`src/rtl/uart_receiver_if.sv`:
```
// uart_receiver_if: groups the receiver's serial input, enable and CPU-side
// result signals.
//   enable     receiver enable (master -> receiver)
//   UART_RX    serial line, idle high (master -> receiver)
//   RX_DATA    last good byte (receiver -> master)
//   RX_STATUS  one-cycle strobe when RX_DATA updates (receiver -> master)
//   busy       receiver not idle (receiver -> master)
//   frame_err  sticky stop-bit error flag (receiver -> master)
interface uart_receiver_if;
  logic       enable;
  logic       UART_RX;
  logic [7:0] RX_DATA;
  logic       RX_STATUS;
  logic       busy;
  logic       frame_err;

  modport master (
    output enable, UART_RX,
    input  RX_DATA, RX_STATUS, busy, frame_err
  );

  modport slave (
    input  enable, UART_RX,
    output RX_DATA, RX_STATUS, busy, frame_err
  );
endinterface

```
`src/rtl/uart_receiver.sv`:
```
// uart_receiver: 8N1 UART receiver, LSB first, idle-high line, 16x oversampling.
// Ports:
//   sysclk  system clock, all state on posedge
//   reset   asynchronous active-high reset
//   bus     uart_receiver_if.slave (enable, UART_RX in; RX_DATA, RX_STATUS,
//           busy, frame_err out)
module uart_receiver #(
  parameter int unsigned CLK_FREQ    = 100_000_000,
  parameter int unsigned BAUD        = 9600,
  parameter bit          DATA_INVERT = 1'b0
) (
  input logic            sysclk,
  input logic            reset,
  uart_receiver_if.slave bus
);

  localparam int unsigned DIV   = CLK_FREQ / (BAUD * 16);
  localparam int unsigned CNT_W = (DIV > 1) ? $clog2(DIV) : 1;

  typedef enum logic [2:0] {
    S_IDLE  = 3'd0,
    S_START = 3'd1,
    S_DATA  = 3'd2,
    S_STOP  = 3'd3,
    S_BREAK = 3'd4
  } state_e;

  state_e             state_q, state_d;
  logic [1:0]         sync_q;
  logic [CNT_W-1:0]   cnt_q, cnt_d;
  logic [3:0]         sc_q, sc_d;
  logic [2:0]         bit_q, bit_d;
  logic [7:0]         shift_q, shift_d;
  logic [7:0]         data_q, data_d;
  logic               status_q, status_d;
  logic               ferr_q, ferr_d;
  logic               busy_q, busy_d;
  logic               rxs;
  logic               tick_c;

  // Two-flop synchronizer for the asynchronous serial line
  always_ff @(posedge sysclk or posedge reset) begin
    if (reset) sync_q <= 2'b11;
    else       sync_q <= {sync_q[0], bus.UART_RX};
  end

  assign rxs = sync_q[1];

  // Oversample tick; the counter is parked at zero while idle
  assign tick_c = (state_q != S_IDLE) && (cnt_q == CNT_W'(DIV - 1));

  // State and datapath registers
  always_ff @(posedge sysclk or posedge reset) begin
    if (reset) begin
      state_q  <= S_IDLE;
      cnt_q    <= '0;
      sc_q     <= '0;
      bit_q    <= '0;
      shift_q  <= '0;
      data_q   <= '0;
      status_q <= 1'b0;
      ferr_q   <= 1'b0;
      busy_q   <= 1'b0;
    end else begin
      state_q  <= state_d;
      cnt_q    <= cnt_d;
      sc_q     <= sc_d;
      bit_q    <= bit_d;
      shift_q  <= shift_d;
      data_q   <= data_d;
      status_q <= status_d;
      ferr_q   <= ferr_d;
      busy_q   <= busy_d;
    end
  end

  // Next-state and output logic
  always_comb begin
    state_d  = state_q;
    cnt_d    = cnt_q;
    sc_d     = sc_q;
    bit_d    = bit_q;
    shift_d  = shift_q;
    data_d   = data_q;
    status_d = 1'b0;
    ferr_d   = ferr_q;

    if (state_q != S_IDLE) begin
      cnt_d = tick_c ? '0 : cnt_q + CNT_W'(1);
      if (tick_c) sc_d = sc_q + 4'd1;
    end

    case (state_q)
      S_IDLE: begin
        cnt_d = '0;
        sc_d  = '0;
        if (!rxs) state_d = S_START;
      end
      S_START: begin
        // Mid start bit: a high line here was only a glitch
        if (tick_c && sc_q == 4'd7) begin
          if (!rxs) begin
            state_d = S_DATA;
            sc_d    = '0;
            bit_d   = '0;
          end else begin
            state_d = S_IDLE;
          end
        end
      end
      S_DATA: begin
        if (tick_c && sc_q == 4'd15) begin
          shift_d = {rxs ^ DATA_INVERT, shift_q[7:1]};
          bit_d   = bit_q + 3'd1;
          if (bit_q == 3'd7) state_d = S_STOP;
        end
      end
      S_STOP: begin
        // Leave mid stop bit so a back-to-back start edge is not missed
        if (tick_c && sc_q == 4'd15) begin
          if (rxs) begin
            data_d   = shift_q;
            ferr_d   = 1'b0;
            status_d = 1'b1;
            state_d  = S_IDLE;
          end else begin
            ferr_d  = 1'b1;
            state_d = S_BREAK;
          end
        end
      end
      S_BREAK: begin
        // Wait for the line to return high; a held-low line is not a start
        if (rxs) state_d = S_IDLE;
      end
      default: state_d = S_IDLE;
    endcase

    // Disable aborts any frame without touching the visible results
    if (!bus.enable) begin
      state_d  = S_IDLE;
      data_d   = data_q;
      ferr_d   = ferr_q;
      status_d = 1'b0;
    end

    busy_d = (state_d != S_IDLE);
  end

  assign bus.RX_DATA   = data_q;
  assign bus.RX_STATUS = status_q;
  assign bus.busy      = busy_q;
  assign bus.frame_err = ferr_q;

endmodule
```
`src/flat_wrapper.sv`:
```
// flat-port wrapper written by rule: the top's interface ports become plain ports
module uart_receiver_flat 
#(
  parameter int unsigned CLK_FREQ    = 100_000_000,
  parameter int unsigned BAUD        = 9600,
  parameter bit          DATA_INVERT = 1'b0
)
  (sysclk, reset, bus_enable, bus_UART_RX, bus_RX_DATA, bus_RX_STATUS, bus_busy, bus_frame_err);
  uart_receiver_if bus_i ();
  input logic sysclk;
  input logic reset;
  input wire logic [$bits(bus_i.enable)-1:0] bus_enable;
  input wire logic [$bits(bus_i.UART_RX)-1:0] bus_UART_RX;
  output wire logic [$bits(bus_i.RX_DATA)-1:0] bus_RX_DATA;
  output wire logic [$bits(bus_i.RX_STATUS)-1:0] bus_RX_STATUS;
  output wire logic [$bits(bus_i.busy)-1:0] bus_busy;
  output wire logic [$bits(bus_i.frame_err)-1:0] bus_frame_err;
  assign bus_i.enable = bus_enable;
  assign bus_i.UART_RX = bus_UART_RX;
  assign bus_RX_DATA = bus_i.RX_DATA;
  assign bus_RX_STATUS = bus_i.RX_STATUS;
  assign bus_busy = bus_i.busy;
  assign bus_frame_err = bus_i.frame_err;
  uart_receiver #(.CLK_FREQ(CLK_FREQ), .BAUD(BAUD), .DATA_INVERT(DATA_INVERT)) u_core (.sysclk(sysclk), .reset(reset), .bus(bus_i));
endmodule
```
`config.mk`:
```
export PLATFORM = sky130hd
export DESIGN_NAME = uart_receiver_flat
export DESIGN_NICKNAME = d
export VERILOG_FILES = /design/src/rtl/uart_receiver_if.sv /design/src/rtl/uart_receiver.sv /design/src/flat_wrapper.sv
export SDC_FILE = /design/constraint.sdc
export NUM_CORES = 1
export LEC_CHECK = 0
export BUFFER_PORTS_ARGS = -buffer_cell sky130_fd_sc_hd__buf_2
export CORE_UTILIZATION = 45
export CTS_CLUSTER_SIZE = 16
export DETAILED_ROUTE_END_ITERATION = 7
export MAX_ROUTING_LAYER = met4
export PLACE_DENSITY_LB_ADDON = 0.25
export SYNTH_ARGS = -nofsm -noshare
export SYNTH_HDL_FRONTEND = slang
export SYNTH_SLANG_ARGS = --single-unit
```
`constraint.sdc`:
```
create_clock -name sysclk -period 3.21 [get_ports sysclk]
set_clock_uncertainty 0.1 [all_clocks]
set_input_delay 0.8025 -clock sysclk [delete_from_list [all_inputs] [get_ports sysclk]]
set_output_delay 0.8025 -clock sysclk [all_outputs]
set_load 0.005 [all_outputs]
```
After elaboration in Yosys (flattened, before gate mapping) --
Index checks and enable logic that the tools add are counted.
Storage, ports and cells: register bits after elaboration 41, bits of input ports 4, output and inout port bits 11, word-level logic and storage cells 63
Cells by class: $add $sub $neg 3, eq/ne operators 11, muxes and demuxes 27, reductions and logical operators 12
Operator list (count):
- 3-bit 2-to-1 mux | 11
- 10-bit 2-to-1 mux | 3
- 4-bit 2-to-1 mux | 4
- 3-bit case mux with 5 select lines | 1
- 10-bit by 1-bit adder with 10-bit output, second input constant | 1
- 10-bit equality test, second input constant | 1
- 4-bit case mux with 2 select lines | 1
- 4-bit AND reduction | 2
- 3-bit by 2-bit equality test with 1-bit output, second input constant | 2
- 3-bit equality test, second input constant | 2
- 3-bit case mux with 2 select lines | 1
- 3-bit nonzero test | 2
- 1-bit 2-to-1 mux | 5
- 4-bit by 1-bit adder with 4-bit output, second input constant | 1
- 4-bit by 3-bit equality test with 1-bit output, second input constant | 1
- 4-bit equality test, second input constant | 1
- 2-bit by 1-bit inequality test with 1-bit output, second input constant | 2
- 2-bit nonzero test | 2
- 3-bit by 1-bit adder with 3-bit output, second input constant | 1
- 3-bit by 1-bit equality test with 1-bit output, second input constant | 1
- 1-bit logical AND | 3
- 3-bit zero test | 1
- 3-bit AND reduction | 1
- 2-bit 2-to-1 mux | 1
- other kinds (2) | 2

Longest topological paths before layout --
depth after elaboration 7, gate-level depth with buffers 7, mapped depth without buffers 7

Worst setup path before layout --
OpenSTA, ideal clock, no wires.
kind flip-flop to flip-flop, start register u_core.cnt_q[2], end register u_core.shift_q[0], setup time 125 ps, data arrival time 2282 ps, required time 2985 ps, setup slack 704 ps, stages on the path, launching flop included 5, path buffers 0, period minus slack after synthesis 2506 ps, path through dfrtp_1 > or4b_4 > or4_4 > nor3_2 > mux2_2
Between the ends: cells in the longest elaborated chain, start to end 4
Ends and longest elaborated chain:
- start, declared | RTL line uart_receiver.sv:30 | logic [CNT_W-1:0] cnt_q, cnt_d;
- start signal, assigned | RTL line uart_receiver.sv:66 | cnt_q <= cnt_d;
- 10-bit equality test | RTL line uart_receiver.sv:50 | assign tick_c = (state_q != S_IDLE) && (cnt_q == CNT_W'(DIV - 1));
- 1-bit logical AND | RTL line uart_receiver.sv:50
- 1-bit logical AND | RTL line uart_receiver.sv:112 | if (tick_c && sc_q == 4'd15) begin
- 2-bit AND reduction (no line)
- end signal, assigned | RTL line uart_receiver.sv:69 | shift_q <= shift_d;
- end, declared | RTL line uart_receiver.sv:33 | logic [7:0] shift_q, shift_d;
No other way between the ends. A chain may end at the register's enable or synchronous reset.

Worst setup path after layout --
start register u_core.cnt_q[2], end register u_core.shift_q[4]
Same word-level chain as after synthesis.

==> impl_metrics.xml <==
<?xml version="1.0" encoding="UTF-8"?>
<metrics>
  <group name="layout">
    <metric name="flow.area_growth_from_synthesis" unit="%">12.3</metric>
    <metric name="most_common_library_cell_in_the_layout_ignoring_fill_and_taps" unit="">dfrtp_1</metric>
    <metric name="layout.core_utilization" unit="">0.546</metric>
    <metric name="seq_area" unit="µm²">1030</metric>
    <metric name="multi_input_comb_area" unit="µm²">785</metric>
    <metric name="diode_count" unit="">0</metric>
    <metric name="final_cell_mix" unit="">dfrtp_1 (39), nor2_1 (19), mux2_2 (17), buf_2 (14), nand2_1 (13)</metric>
    <metric name="finish.net_count" unit="">187</metric>
    <metric name="num-fill-cells" unit="">337</metric>
    <metric name="proportion_of_layout_cells_with_a_drive_suffix_above_1" unit="">0.279</metric>
  </group>
  <group name="timing">
    <metric name="setup_violations" unit="">0</metric>
    <metric name="rsz0062_at_grt" unit="">no</metric>
    <metric name="layout_setup_ws" unit="ns">0.537</metric>
    <metric name="maxClockFrequency" unit="MHz">374</metric>
    <metric name="final-hold-violation-count" unit="">0</metric>
    <metric name="slew_violations" unit="">0</metric>
    <metric name="totalNegativeSetupSlack" unit="ns">0</metric>
    <metric name="slew_headroom" unit="">0.605</metric>
    <metric name="worstMarginPinSlew" unit="ns">0.590</metric>
    <metric name="final.hold.worst_slack" unit="ns">0.259</metric>
    <metric name="fin_crit" unit="ns">2.67</metric>
    <metric name="final.period_utilization" unit="">0.833</metric>
  </group>
  <group name="place">
    <metric name="detailedPlace.worstSlack" unit="ns">0.520</metric>
    <metric name="dp.final_hpwl" unit="µm">2250</metric>
    <metric name="gpl.final_weighted_congestion" unit="">0.826</metric>
    <metric name="place.port_buffers" unit="">14</metric>
  </group>
  <group name="clock_network">
    <metric name="number_of_buffers_added_to_fix_hold_violations_after_cts" unit="">0</metric>
    <metric name="clk_transition_reported_paths" unit="ns">0.07</metric>
    <metric name="clock_tree_from_tritoncts" unit="">yes</metric>
    <metric name="numCtsBuffers" unit="">5</metric>
    <metric name="clockRootBuffer" unit="">clkbuf_8</metric>
    <metric name="htree_levels" unit="">2</metric>
    <metric name="clock_latency_on_the_worst_skew_pair" unit="ns">0.29</metric>
    <metric name="clkSinkCount" unit="">41</metric>
    <metric name="post_cts_resize_count" unit="">0</metric>
    <metric name="max-clock-path-buffers" unit="">2</metric>
    <metric name="post_cts.repair.setup_buffers" unit="">0</metric>
  </group>
  <group name="yosys">
    <metric name="number_of_flip_flops_and_latches_in_the_synthesized_netlist" unit="">41</metric>
    <metric name="synth-edff-count" unit="">0</metric>
    <metric name="post_synth_main_area_contributors" unit="">dfrtp_1 (53%), mux2_2 (10%), nor2_1 (3.9%), ha_1 (3.4%), dfstp_2 (2.8%)</metric>
    <metric name="synthArstFlopShare" unit="">1.00</metric>
    <metric name="synth_sequential_area_ratio" unit="">0.557</metric>
    <metric name="synth_fp_nets" unit="">167</metric>
    <metric name="yosysUniqueCellTypes" unit="">36</metric>
    <metric name="number_of_synthesis_warnings" unit="">0</metric>
    <metric name="synth_top_flop_cell" unit="">dfrtp_1</metric>
    <metric name="synth_largest_type_area_fraction" unit="">0.528</metric>
    <metric name="syn_area" unit="µm²">1850</metric>
    <metric name="synth_area_leader_cell" unit="">dfrtp_1</metric>
    <metric name="postSynthCellCount" unit="">158</metric>
    <metric name="synth_area_per_cell" unit="µm²">11.7</metric>
  </group>
  <group name="die">
    <metric name="die-height" unit="µm">66.1</metric>
    <metric name="area_of_the_core" unit="µm²">3800</metric>
    <metric name="top_level_ports" unit="">15</metric>
    <metric name="std_cell_rows" unit="">22</metric>
    <metric name="dieArea" unit="µm²">4370</metric>
    <metric name="die-width" unit="µm">66.1</metric>
    <metric name="initial_core_util" unit="">0.486</metric>
  </group>
  <group name="global_routing">
    <metric name="grt_first_pass_wirelength" unit="µm">5350</metric>
    <metric name="grt_pass1_vias" unit="">1160</metric>
    <metric name="track_usage" unit="">0.177</metric>
    <metric name="grt_max_degree" unit="">42</metric>
    <metric name="overflow" unit="">0</metric>
    <metric name="number_of_antenna_violations_at_the_first_check_in_global_routing" unit="">0</metric>
  </group>
  <group name="setup_path">
    <metric name="crit_path_top_delay_cell" unit="">or4b_4</metric>
    <metric name="cp_cell_sequence" unit="">or4b_4 &gt; or4_4 &gt; nor3_2 &gt; mux2_2</metric>
    <metric name="worst-setup-path-type" unit="">flip-flop to flip-flop</metric>
    <metric name="crit_arrival" unit="ns">2.75</metric>
    <metric name="critPathCaptureType" unit="">flip-flop</metric>
    <metric name="worst-path-max-fanout" unit="">8</metric>
    <metric name="worst_path_dominant_cell_family" unit="">simple AND/OR/NAND/NOR gates</metric>
    <metric name="crit_required" unit="ns">3.29</metric>
    <metric name="critical_path.startpoint_type" unit="">flip-flop</metric>
    <metric name="critPathBufInv" unit="">0</metric>
    <metric name="longest_individual_stage_delay_on_the_worst_path" unit="ns">0.56</metric>
  </group>
  <group name="power">
    <metric name="peakVddDrop" unit="mV">0.320</metric>
    <metric name="power.density_cell_area" unit="nW/µm²">434</metric>
    <metric name="cellLeakagePower" unit="µW">0.00103</metric>
  </group>
  <group name="hold_path">
    <metric name="worst_min_delay_path_category" unit="">flip-flop to flip-flop</metric>
  </group>
  <group name="drt">
    <metric name="routed_via_density" unit="">5.26</metric>
    <metric name="firstDrtPassIters" unit="">4</metric>
    <metric name="drt-wirelength-per-cell" unit="µm">13.9</metric>
    <metric name="final_antenna_net_count" unit="">0</metric>
    <metric name="postRouteWirelength" unit="µm">3160</metric>
    <metric name="drt_drc_violations_left" unit="">0</metric>
    <metric name="detailroute.via_count" unit="">1193</metric>
    <metric name="dr.first_iter.drc_count" unit="">98</metric>
  </group>
  <group name="status">
    <metric name="run_status" unit="">finished clean</metric>
  </group>
  <group name="flow_run">
    <metric name="max_cap_violations" unit="">0</metric>
  </group>
</metrics>
==> final timing paths <==
path | cells past startpoint | end | slack (ns) | startpoint
setup reg to reg | 4 | u_core.shift_q[4] | 0.54 | u_core.cnt_q[2]
setup / recovery | 4 | u_core.shift_q[4] | 0.54 | u_core.cnt_q[2]
hold / removal | 0 | u_core.sync_q[1] | 0.26 | u_core.sync_q[0]
min in group asynchronous | 3 | u_core.bus.RX_DATA[1] | 0.52 | reset
max in group asynchronous | 3 | u_core.sync_q[1] | 2.13 | reset
hold reg to reg | 0 | u_core.sync_q[1] | 0.26 | u_core.sync_q[0]
==> flip-flops by register name (all words and copies together), names as in the netlist <==
name	flops
u_core.bus.RX_DATA	8
u_core.state_q	3
u_core.sync_q	2
u_core.sc_q	4
u_core.bus.frame_err	1
u_core.shift_q	8
u_core.bus.busy	1
u_core.bit_q	3
u_core.bus.RX_STATUS	1
u_core.cnt_q	10
==> cell usage after synthesis, types with 3 or more instances <==
cell	n
dfrtp_1	39
nor2_1	19
mux2_2	17
nand2_1	13
xnor2_1	6
ha_1	5
inv_1	5
nor3_1	5
xor2_1	5
and3_1	4
clkbuf_1	3
nand3_1	3
==> power by group <==
| group | switching (µW) | internal (µW) |
|---|---|---|
| clock network | 164 | 175 |
| logic | 21.5 | 9.69 |
| registers | 6.91 | 523 |
| total | 192 | 708 |
==> cell type report <==
cell class,count,share of cell area
inverters,5,0.00905
repair buffers,17,0.0446
multi-input cells,108,0.378
flip-flops and latches,41,0.496
clock buffers,8,0.0434
well taps,48,0.0290
==> metal layers <==
metal / vias up / part of all wire / track usage
li1: 581 / - / -
met1: 589 / 0.48 / 0.228
met2: 15 / 0.47 / 0.251
met3: 8 / 0.032 / 0.0466
met4: 0 / 0.024 / 0.104
met5: - / 0 / -
==> per-stage QoR <==
step,cell area [µm²],cells,total power [µW]
2_1_floorplan,1850,158,561
3_3_place_gp,1980,219,571
3_5_place_dp,1980,219,572
4_1_cts,2070,227,916
5_1_grt,2070,227,937
6_report,2070,227,900
==> logic make-up after synthesis <==
group	count (synthesis)	share of synthesized area
adders and majority gates	5	0.0339
xor gates and xnor gates	11	0.0521
buffers and inverters	9	0.0190
muxes	19	0.114
AOI/OAI and AO/OA	8	0.0284
and+or+nand+nor	65	0.196
DFF	41	0.557
(Power assumes the default switching activity.)
